<file path="config.mk">
export PLATFORM = sky130hd
export DESIGN_NAME = mag_window_stats
export DESIGN_NICKNAME = d
export VERILOG_FILES = /design/src/rtl/mag_pkg.sv /design/src/rtl/mag_hyst_cmp.sv /design/src/rtl/mag_window_stats.sv
export SDC_FILE = /design/constraint.sdc
export NUM_CORES = 1
export LEC_CHECK = 0
export CAP_MARGIN = 20
export CORE_MARGIN = 1
export CORE_UTILIZATION = 55
export DETAILED_ROUTE_END_ITERATION = 10
export PLACE_DENSITY = 0.82
export SETUP_SLACK_MARGIN = 0.4
export SYNTH_ARGS = -nofsm -noshare
export SYNTH_HDL_FRONTEND = slang
export SYNTH_SLANG_ARGS = --single-unit
export TNS_END_PERCENT = 1
</file>
<file path="constraint.sdc">
create_clock -name clk -period 4.1 [get_ports clk]
set_input_delay 0.82 -clock clk [delete_from_list [all_inputs] [get_ports clk]]
set_output_delay 0.82 -clock clk [all_outputs]
set_load 0.005 [all_outputs]
</file>
<file path="src/rtl/mag_pkg.sv">
// Shared constants for the magnitude window statistics block: default width,
// output-select encodings and status-byte bit positions.
package mag_pkg;

  localparam int unsigned DW_DEFAULT = 8;

  localparam logic [1:0] SEL_AVG  = 2'd0;
  localparam logic [1:0] SEL_MAX  = 2'd1;
  localparam logic [1:0] SEL_MIN  = 2'd2;
  localparam logic [1:0] SEL_STAT = 2'd3;

  localparam int unsigned STAT_ALARM = 7;
  localparam int unsigned STAT_VALID = 6;
  localparam int unsigned STAT_CNT_W = 6;

endpackage

</file>
<file path="src/rtl/mag_hyst_cmp.sv">
// Hysteresis alarm: on each update strobe, set at or above thr_hi, else clear
// below thr_lo, else hold. Set wins when the thresholds overlap.
module mag_hyst_cmp
  import mag_pkg::*;
#(
  parameter int unsigned DW = DW_DEFAULT
) (
  input  logic          clk,
  input  logic          rst_n,
  input  logic          upd,
  input  logic [DW-1:0] val,
  input  logic [DW-1:0] thr_hi,
  input  logic [DW-1:0] thr_lo,
  output logic          alarm
);

  logic alarm_q;
  logic alarm_nxt;

  always_comb begin
    alarm_nxt = alarm_q;
    if (val >= thr_hi) begin
      alarm_nxt = 1'b1;
    end else if (val < thr_lo) begin
      alarm_nxt = 1'b0;
    end
  end

  always_ff @(posedge clk or negedge rst_n) begin
    if (!rst_n) begin
      alarm_q <= 1'b0;
    end else if (upd) begin
      alarm_q <= alarm_nxt;
    end
  end

  assign alarm = alarm_q;

endmodule

</file>
<file path="src/rtl/mag_window_stats.sv">
// Window statistics (avg/max/min) over 2^WIN_LOG2 magnitude samples with a
// hysteresis alarm. Define MAG_STATS_PEAKHOLD_EN for a cross-window peak-hold max.
module mag_window_stats
  import mag_pkg::*;
#(
  parameter int unsigned DW       = DW_DEFAULT,
  parameter int unsigned WIN_LOG2 = 3
) (
  input  logic          clk,
  input  logic          rst_n,
  input  logic          ena,
  input  logic          in_valid,
  input  logic [DW-1:0] in_mag,
  input  logic          clear,
  input  logic [DW-1:0] thr_hi,
  input  logic [DW-1:0] thr_lo,
  input  logic [1:0]    sel,
  output logic [DW-1:0] out_data,
  output logic          win_done,
  output logic          alarm
);

  localparam int unsigned SW = DW + WIN_LOG2;
  localparam logic [WIN_LOG2-1:0] CNT_LAST = '1;

  logic [SW-1:0]       sum_q;
  logic [DW-1:0]       run_max_q;
  logic [DW-1:0]       run_min_q;
  logic [WIN_LOG2-1:0] cnt_q;

  logic [DW-1:0] avg_q;
  logic [DW-1:0] max_q;
  logic [DW-1:0] min_q;
  logic          has_result_q;
  logic          win_done_q;

  logic          accept;
  logic          complete;
  logic          restart;
  logic [SW-1:0] sum_nxt;
  logic [DW-1:0] max_nxt;
  logic [DW-1:0] min_nxt;
  logic [DW-1:0] avg_nxt;
  logic [DW-1:0] status_c;

  // clear takes precedence over a sample presented in the same cycle
  assign accept   = ena && in_valid && !clear;
  assign complete = accept && (cnt_q == CNT_LAST);
  assign restart  = ena && clear;

  // Running values including the current sample; also the completion results
  assign sum_nxt = sum_q + SW'(in_mag);
  assign max_nxt = (in_mag > run_max_q) ? in_mag : run_max_q;
  assign min_nxt = (in_mag < run_min_q) ? in_mag : run_min_q;
  assign avg_nxt = DW'(sum_nxt >> WIN_LOG2);

  always_ff @(posedge clk or negedge rst_n) begin
    if (!rst_n) begin
      sum_q     <= '0;
      run_max_q <= '0;
      run_min_q <= '1;
      cnt_q     <= '0;
    end else if (restart || complete) begin
      sum_q     <= '0;
      run_max_q <= '0;
      run_min_q <= '1;
      cnt_q     <= '0;
    end else if (accept) begin
      sum_q     <= sum_nxt;
      run_max_q <= max_nxt;
      run_min_q <= min_nxt;
      cnt_q     <= cnt_q + WIN_LOG2'(1);
    end
  end

  always_ff @(posedge clk or negedge rst_n) begin
    if (!rst_n) begin
      avg_q        <= '0;
      min_q        <= '0;
      has_result_q <= 1'b0;
    end else if (complete) begin
      avg_q        <= avg_nxt;
      min_q        <= min_nxt;
      has_result_q <= 1'b1;
    end
  end

`ifdef MAG_STATS_PEAKHOLD_EN
  // Peak-hold across windows; only reset or clear drop it back to zero
  always_ff @(posedge clk or negedge rst_n) begin
    if (!rst_n) begin
      max_q <= '0;
    end else if (restart) begin
      max_q <= '0;
    end else if (complete && (max_nxt > max_q)) begin
      max_q <= max_nxt;
    end
  end
`else
  always_ff @(posedge clk or negedge rst_n) begin
    if (!rst_n) begin
      max_q <= '0;
    end else if (complete) begin
      max_q <= max_nxt;
    end
  end
`endif

  // Reloaded every cycle so a pulse never stretches while ena is low
  always_ff @(posedge clk or negedge rst_n) begin
    if (!rst_n) begin
      win_done_q <= 1'b0;
    end else begin
      win_done_q <= complete;
    end
  end

  assign win_done = win_done_q;

  mag_hyst_cmp #(
    .DW(DW)
  ) u_hyst (
    .clk   (clk),
    .rst_n (rst_n),
    .upd   (complete),
    .val   (avg_nxt),
    .thr_hi(thr_hi),
    .thr_lo(thr_lo),
    .alarm (alarm)
  );

  always_comb begin
    status_c                          = '0;
    status_c[STAT_ALARM]              = alarm;
    status_c[STAT_VALID]              = has_result_q;
    status_c[STAT_CNT_W-1:0]          = STAT_CNT_W'(cnt_q);
  end

  always_comb begin
    out_data = '0;
    case (sel)
      SEL_AVG:  out_data = avg_q;
      SEL_MAX:  out_data = max_q;
      SEL_MIN:  out_data = min_q;
      SEL_STAT: out_data = status_c;
      default:  out_data = '0;
    endcase
  end

endmodule

</file>
==> results.py <==
metrics = {
    "cts": {
        "cts_buffer_depth": 2,
        "insertion_delay_ns": 0.34,
        "numCtsBuffers": 9,
        "cts_tree": "done",
        "hold_buffers": 0,
        "cts.sinks": 57,
        "clkTransAtPathRegs_ns": 0.07,
        "root_buffer": "clkbuf_8",
        "cts-htree-levels": 3,
    },
    "logic_synthesis": {
        "avgSynthCellArea_um2": 10.3,
        "synth_edf_count": 0,
        "ys_ff_latch": 57,
        "ys_warn_count": 0,
        "synth_top_family_by_area": "compound AO/OA/AOI/OAI gates",
        "synth_top_area_share_pct": 33.1,
        "synthArstFlopShare_pct": 100,
        "ys_top_cells_by_area": "dfrtp_1 33%, ha_1 14%, dfstp_2 5.7%",
        "synth-xor-area-share_pct": 2.13,
        "ys.flop_type": "dfrtp_1",
        "synth_compound_area_share_pct": 22.3,
        "syn_area_um2": 3700,
        "synth_seq_area_share_pct": 38.8,
        "synthAdderAreaFrac_pct": 14.1,
        "yosys.area.top_type": "dfrtp_1",
        "postSynthCellCount": 360,
        "synthMuxAreaShare_pct": 7.87,
        "syn-num-nets": 432,
        "yosys.area_share.simple_pct": 9.93,
        "ys_types": 56,
    },
    "timing": {
        "min_period_ns": 3.62,
        "relSlewSlack_pct": 45.5,
        "worst_slack_ns": 0.483,
        "final.period_utilization_pct": 88.2,
        "rsz0062_at_grt": "false",
        "slew_viol_final": 0,
        "finalSetupViolCount": 0,
        "tns_ns": 0,
        "worst_pin_slew_ns": 0.813,
        "holdWs_ns": 0.483,
        "fmax_mhz": 276,
        "hold_violations": 0,
        "clock-skew-final_ns": 0.00682,
    },
    "die": {
        "die_w_um": 84.1,
        "start_util_pct": 57.7,
        "core-area_um2": 6420,
        "die_y_um": 84.1,
        "pin_count": 41,
        "die_area_um2": 7070,
        "num_rows": 29,
    },
    "grt": {
        "grt_usage_pct": 28.7,
        "grt_pass1_wl_mm": 15.6,
        "grt_max_degree": 33,
        "grt_overflow": 0,
        "antenna_found_initial": 0,
        "grt_pass1_vias": 3170,
    },
    "placed_design": {
        "finalWeightedCongestion": 0.892,
        "dp_hpwl_mm": 6.78,
        "io_buffers": 40,
        "dp_worst_setup_slack_ns": -0.167,
    },
    "worst_setup_path": {
        "cp_max_fo": 5,
        "crit_type": "in -> reg",
        "required_ns": 4.32,
        "startpoint_type": "input port",
        "cp_data_arrival_time_ns": 3.83,
        "end_kind": "flop",
    },
    "cells_and_area": {
        "layout-drive-gt1-share_pct": 19.0,
        "final_util_pct": 71.3,
        "layout_commonest_cell": "dfrtp_1",
        "layout_common_cells": "49 x dfrtp_1, 36 x clkdlybuf4s50_1, 34 x ha_1, 32 x inv_1, 32 x o21ai_0",
        "nNetsFinal": 493,
        "synthToLayoutAreaGrowth_pct": 23.7,
        "n_antenna_cell": 0,
    },
    "route": {
        "vias": 3191,
        "drc_errors": 8,
        "final_antenna_net_count": 0,
        "routed_via_density": 6.34,
        "first_pass_iters": 8,
        "drtIter0Drc": 263,
        "wl_mm": 9.35,
        "wire_per_inst_um": 18.6,
    },
    "status": {
        "violations": "design-rule violations",
        "outcome": "finished with violations",
    },
    "job": {
        "cap_violations": 0,
    },
    "power": {
        "ir_worst_vdd_v": 0.000218,
        "power_density_nw_per_um2": 362,
        "total_power_uw": 1660,
        "leakage_uw": 0.00214,
    },
    "worst_hold_path": {
        "hp-class": "reg -> reg",
    },
}
## metrics by stage
step	instances	area [µm²]
after floorplan	360	3700
after global placement	485	4280
after detailed placement	485	4280
after CTS	502	4530
after global routing	503	4580
final	503	4580
## metal layers
metal | vias to the layer above | GRT usage [%] | routed length (µm) | share of wire [%]
met5 | - | 0 | 0 | 0
met4 | 0 | 15.5 | 372 | 4.0
met3 | 38 | 5.34 | 667 | 7.1
met2 | 180 | 45.8 | 4440 | 47
met1 | 1509 | 36.9 | 3870 | 41
li1 | 1464 | - | - | -
## power by group
group | leakage (µW) | total (µW) | internal [µW] | switching (µW)
logic | 0.00129 | 494 | 225 | 269
registers | 0.000759 | 625 | 598 | 27.6
clock network | 0.0000921 | 538 | 284 | 254
## registers in the layout, summed over array words and instances (netlist names), 3 cells and up
| signal | flops |
|---|---|
| sum_q | 11 |
| avg_q | 8 |
| max_q | 8 |
| min_q | 8 |
| run_max_q | 8 |
| run_min_q | 8 |
| cnt_q | 3 |
## cells by family after synthesis
family          Yosys count
simple gates             73
xor+xnor                  9
flops                    57
buf+inv                  44
fa+ha+maj                41
compound gates          114
mux                      22
## final cells by class
| type | count | area, µm² |
|---|---|---|
| Inverter | 33 | 124 |
| Tap cell | 77 | 96.3 |
| Fill cell | 452 | 1840 |
| Clock inverter | 7 | 78.8 |
| Clock buffer | 9 | 124 |
| Multi-Input combinational cell | 259 | 2170 |
| Sequential cell | 57 | 1440 |
| Timing Repair Buffer | 61 | 553 |
## Yosys cell counts (all sizes together) (6+ instances only)
| cell | count |
|---|---|
| a21o | 7 |
| xnor2 | 7 |
| a32o | 8 |
| a21oi | 10 |
| nor2 | 12 |
| nand2b | 6 |
| o22a | 8 |
| nand3 | 11 |
| nand2 | 28 |
| inv | 32 |
| buf | 6 |
| ha | 40 |
| a22o | 7 |
| a31oi | 11 |
| mux2i | 13 |
| dfrtp | 49 |
| dfstp | 8 |
| o21ai | 41 |
## critical path: stages
cell and delay [ns]:
clkdlybuf4s50_1 0.53, ha_2 0.29, a211oi_4 0.07, buf_4 0.14, o21bai_1 0.23, a21oi_1 0.15
xnor2_1 0.43, ha_1 0.33, o2111ai_1 0.17, o21ai_1 0.10, a21o_1 0.20, a221o_1 0.36
## what timing repair did
action,in CTS,in global routing
buffers inserted,1,0
endpoints found under the setup margin,1,1
pin swaps,5,8
gates resized for setup,13,10
## final timing paths
path / startpoint / depth (start not counted) / slack [ns] / to
max: in_mag[2] / 12 / 0.48 / u_hyst.alarm
min: has_result_q / 1 / 0.48 / has_result_q
max reg2reg: sum_q[1] / 11 / 0.92 / u_hyst.alarm
min reg2reg: has_result_q / 1 / 0.48 / has_result_q
max in group asynchronous: rst_n / 2 / 2.74 / has_result_q
min in group asynchronous: rst_n / 1 / 0.54 / sum_q[1]
Note: power is estimated with default switching activity, not from simulation.
==> edit 1 (config.mk and constraints unchanged) <==
Set the package constant `DW_DEFAULT` to 10 (it was 8).
--- a/src/rtl/mag_pkg.sv
+++ b/src/rtl/mag_pkg.sv
@@ -2,7 +2,7 @@
 // output-select encodings and status-byte bit positions.
 package mag_pkg;
 
-  localparam int unsigned DW_DEFAULT = 8;
+  localparam int unsigned DW_DEFAULT = 10;
 
   localparam logic [1:0] SEL_AVG  = 2'd0;
   localparam logic [1:0] SEL_MAX  = 2'd1;
Ports: changed (resized in_mag, out_data, thr_hi and thr_lo); port bits go from 41 to 49. The function was not compared with the original's and may differ.
==> edit 1 against the unedited design <==
  * Final cell count up 21%
  * Routed wire length up 21%
  * Total power up 14%
  * Worst setup slack better by 0.038 ns
  * Design area up 19%
  * Register-to-register slack better by 0.23 ns
  * Count of clock-buffer cells in the layout unchanged
  * Combinational power up 16%
  * Clock skew up 0.0037 ns
  * Sequential cell count up 12
  * Sequential share of layout area up 0.56 points
  * Synthesized area up 20%
==> edit 1: results <==
set metrics [dict create \
    status "finished clean" \
    grt_first_pass_wirelength_um 18300 \
    fin_util 0.702 \
    synth_area_leaders "dfrtp_1, ha_1, dfstp_2, inv_1, mux2i_1" \
    fin_cells 611 \
    wire_per_inst_um 18.5 \
    clock_skew_ns 0.0105 \
    drive_gt1_frac 0.163 \
    syn_area_per_cell_um2 10.3 \
    synthTopCellsByCount "dfrtp_1, ha_1, inv_1, nand2_1, o21ai_0" \
    buffer_area_frac 0.124 \
    cp_slowest_stage_delay_ns 0.58 \
    seq_area_mm2 0.00174 \
    r2r_cells 13 \
    total_power_mw 1.89 \
    ys_seq_area_frac 0.391 \
    grt_pass1_vias 3619 \
    r2r-start "sum_q[8]" \
    first_pass_iters 5 \
    nets 592 \
    reg2reg_setup_slack_ns 1.15 \
    grt_max_degree 36 \
    multi_input_area_mm2 0.00254 \
    multiInputCombCellCount 304 \
    ir_drop_uv 171 \
    cp.arrival_ns 3.79 \
    p_leak_nw 2.67 \
    clock_area_frac 0.0363 \
    power_frac_comb 0.304 \
    vias_per_cell 5.98 \
    post_cts_buffers 0 \
    largest_register_ffs 13 \
    num-fill-cells 587 \
    finalCritPeriodShare 0.873 \
    inverters 45 \
    whs_ns 0.480 \
    p_seq_uw 753 \
    die_width_um 92.0 \
    max_slew_margin 0.414 \
]
edit 1: routing by layer:
metal  vias to the layer above  wire (um)  GRT usage
li1                       1710          -          -
met1                      1806       5090      0.383
met2                       125       5540      0.463
met3                        15        558     0.0431
met4                         0        146      0.112
met5                         -          0          0
edit 1: how the worst max path moves through the flow:
| stage | startpoint | end | depth (start not counted) |
|---|---|---|---|
| 4_1_cts | in_mag[0] | u_hyst.alarm | 16 |
| 5_1_grt | sel[0] | out_data[5] | 5 |
| 3_3_place_gp | in_mag[0] | u_hyst.alarm | 16 |
| 6_report | in_mag[4] | u_hyst.alarm | 14 |
| 2_1_floorplan | in_mag[0] | u_hyst.alarm | 15 |
| 3_5_place_dp | in_mag[0] | u_hyst.alarm | 16 |
edit 1: cell families after synthesis:
group | count (synthesis) | share of synthesized area
compound gates | 119 | 0.204
simple gates | 96 | 0.111
flops | 69 | 0.391
buf+inv | 58 | 0.0503
fa+ha+maj | 51 | 0.145
mux | 28 | 0.0790
xor+xnor | 10 | 0.0197
==> edit 2 (config.mk and constraints unchanged) <==
Without the edit above. Put a register stage on the output `alarm`. The value now appears one clock later. The other outputs are not delayed to match.
--- a/src/rtl/mag_window_stats.sv
+++ b/src/rtl/mag_window_stats.sv
@@ -22,6 +22,8 @@
 
   localparam int unsigned SW = DW + WIN_LOG2;
   localparam logic [WIN_LOG2-1:0] CNT_LAST = '1;
+
+  logic alarm_d;
 
   logic [SW-1:0]       sum_q;
   logic [DW-1:0]       run_max_q;
@@ -126,12 +128,12 @@
     .val   (avg_nxt),
     .thr_hi(thr_hi),
     .thr_lo(thr_lo),
-    .alarm (alarm)
+    .alarm (alarm_d)
   );
 
   always_comb begin
     status_c                          = '0;
-    status_c[STAT_ALARM]              = alarm;
+    status_c[STAT_ALARM]              = alarm_d;
     status_c[STAT_VALID]              = has_result_q;
     status_c[STAT_CNT_W-1:0]          = STAT_CNT_W'(cnt_q);
   end
@@ -147,5 +149,9 @@
     endcase
   end
 
+  always_ff @(posedge clk) begin
+    alarm <= alarm_d;
+  end
+
 endmodule
 
Function: changed (a bounded check fails within 10 cycles, from zero or initial values and one cycle with rst_n low).
==> edit 2 against the unedited design <==
  * The flow still finishes with violations (DRC)
  * Design area rose by 0.96%
  * Sequential power is 1% higher
  * Synthesized area grew 0.54%
  * Sequential share of layout area grew 0.14 points
  * Routed wire length grew 5.5%
  * Total power is 8.1% higher
  * Worst setup slack improved by 0.032 ns
  * Sequential cell count is 1 higher
  * Critical endpoint unchanged
  * Largest power group is now the clock network
  * Highest routed layer unchanged
==> edit 2: results <==
set metrics [dict create \
    post_cts_buffers 0 \
    syn_area_per_cell_um2 10.3 \
    grtUsageTotal 0.291 \
    largest_register_ffs 11 \
    whs_ns 0.465 \
    synth_nets 433 \
    yosys-mux-area-fraction 0.0783 \
    multi_input_area_mm2 0.00215 \
    num-fill-cells 448 \
    buffer_area_frac 0.120 \
    gp_congestion 0.978 \
    cp_slowest_stage_delay_ns 0.54 \
    ir_drop_uv 275 \
    clock_skew_ns 0.00582 \
    sh_seq_area 0.315 \
    use_met2 0.473 \
    worst_slack_ns 0.515 \
    status "finished, violations left" \
    route.detailed.drc 5 \
    synth_xor_area_frac 0.0212 \
    drt_iter0_drc 245 \
    fin_cells 503 \
    cp.arrival_ns 3.82 \
    first_pass_iters 10 \
    synthAdderAreaFrac 0.140 \
    p_leak_nw 2.18 \
    synth_compound_area_frac 0.222 \
    grt_pass1_vias 3088 \
    cts_root_buffer "clkbuf_8" \
    crit_slowest_cell "clkdlybuf4s50_1" \
    grt_use_met3 0.0698 \
    dp_hpwl_um 6900 \
    syn_inst 361 \
    min_path_type "input pin to asynchronous set/reset pin" \
    clock_area_frac 0.0538 \
    grt_first_pass_wirelength_um 15600 \
    numClockSinks 58 \
    fin_util 0.716 \
    ys_types 57 \
    wire_per_inst_um 19.6 \
    wl_met2_um 4770 \
    wl_met3_um 741 \
    synth_area_leaders "dfrtp_1, ha_1, dfstp_2, o21ai_0, mux2i_1" \
    buffers 60 \
    synthArstFlopShare 0.983 \
    drive_gt1_frac 0.185 \
    yosysWarnings 0 \
    violations "DRC" \
    clk_pin_slew_ns 0.07 \
    tightest_slew_ns 0.884 \
    ys_seq_area_frac 0.391 \
    inverters 33 \
    place_ws_ns -0.0322 \
    synthTopCellsByCount "dfrtp_1, ha_1, o21ai_0, inv_1, nand2_1" \
    reg2reg_setup_slack_ns 1.06 \
    placed_cells 486 \
    place_area_mm2 0.00430 \
    drt-met1-wl_um 3950 \
    vias_per_cell 6.41 \
    use_met1 0.368 \
]
edit 2: critical path: cells and delay by family:
| kind | cells | cell delay (ns) |
|---|---|---|
| AO/OA/AOI/OAI | 7 | 1.41 |
| XOR/XNOR | 1 | 0.20 |
| adder cells (fa/ha/maj) | 2 | 0.63 |
| AND/OR/NAND/NOR | 1 | 0.11 |
| buffers and inverters | 2 | 0.63 |
edit 2: where the power goes:
part | internal [mW] | switching (mW)
combinational | 0.223 | 0.272
sequential | 0.607 | 0.0269
clock | 0.410 | 0.254
total | 1.24 | 0.552
edit 2: path summary, 6_finish.rpt:
path,from,end,depth (start not counted)
max reg2reg,sum_q[6],u_hyst.alarm,12
min in group clk,u_hyst.alarm,alarm,0
max,in_mag[2],u_hyst.alarm,13
min,rst_n,min_q[5],1
max in group asynchronous,rst_n,run_min_q[1],2
min reg2reg,u_hyst.alarm,alarm,0
edit 2: repair_timing:
item                       4_1_cts  5_1_grt
pin swaps                        1        3
setup endpoints to repair        1        1
gates resized for setup          4       15
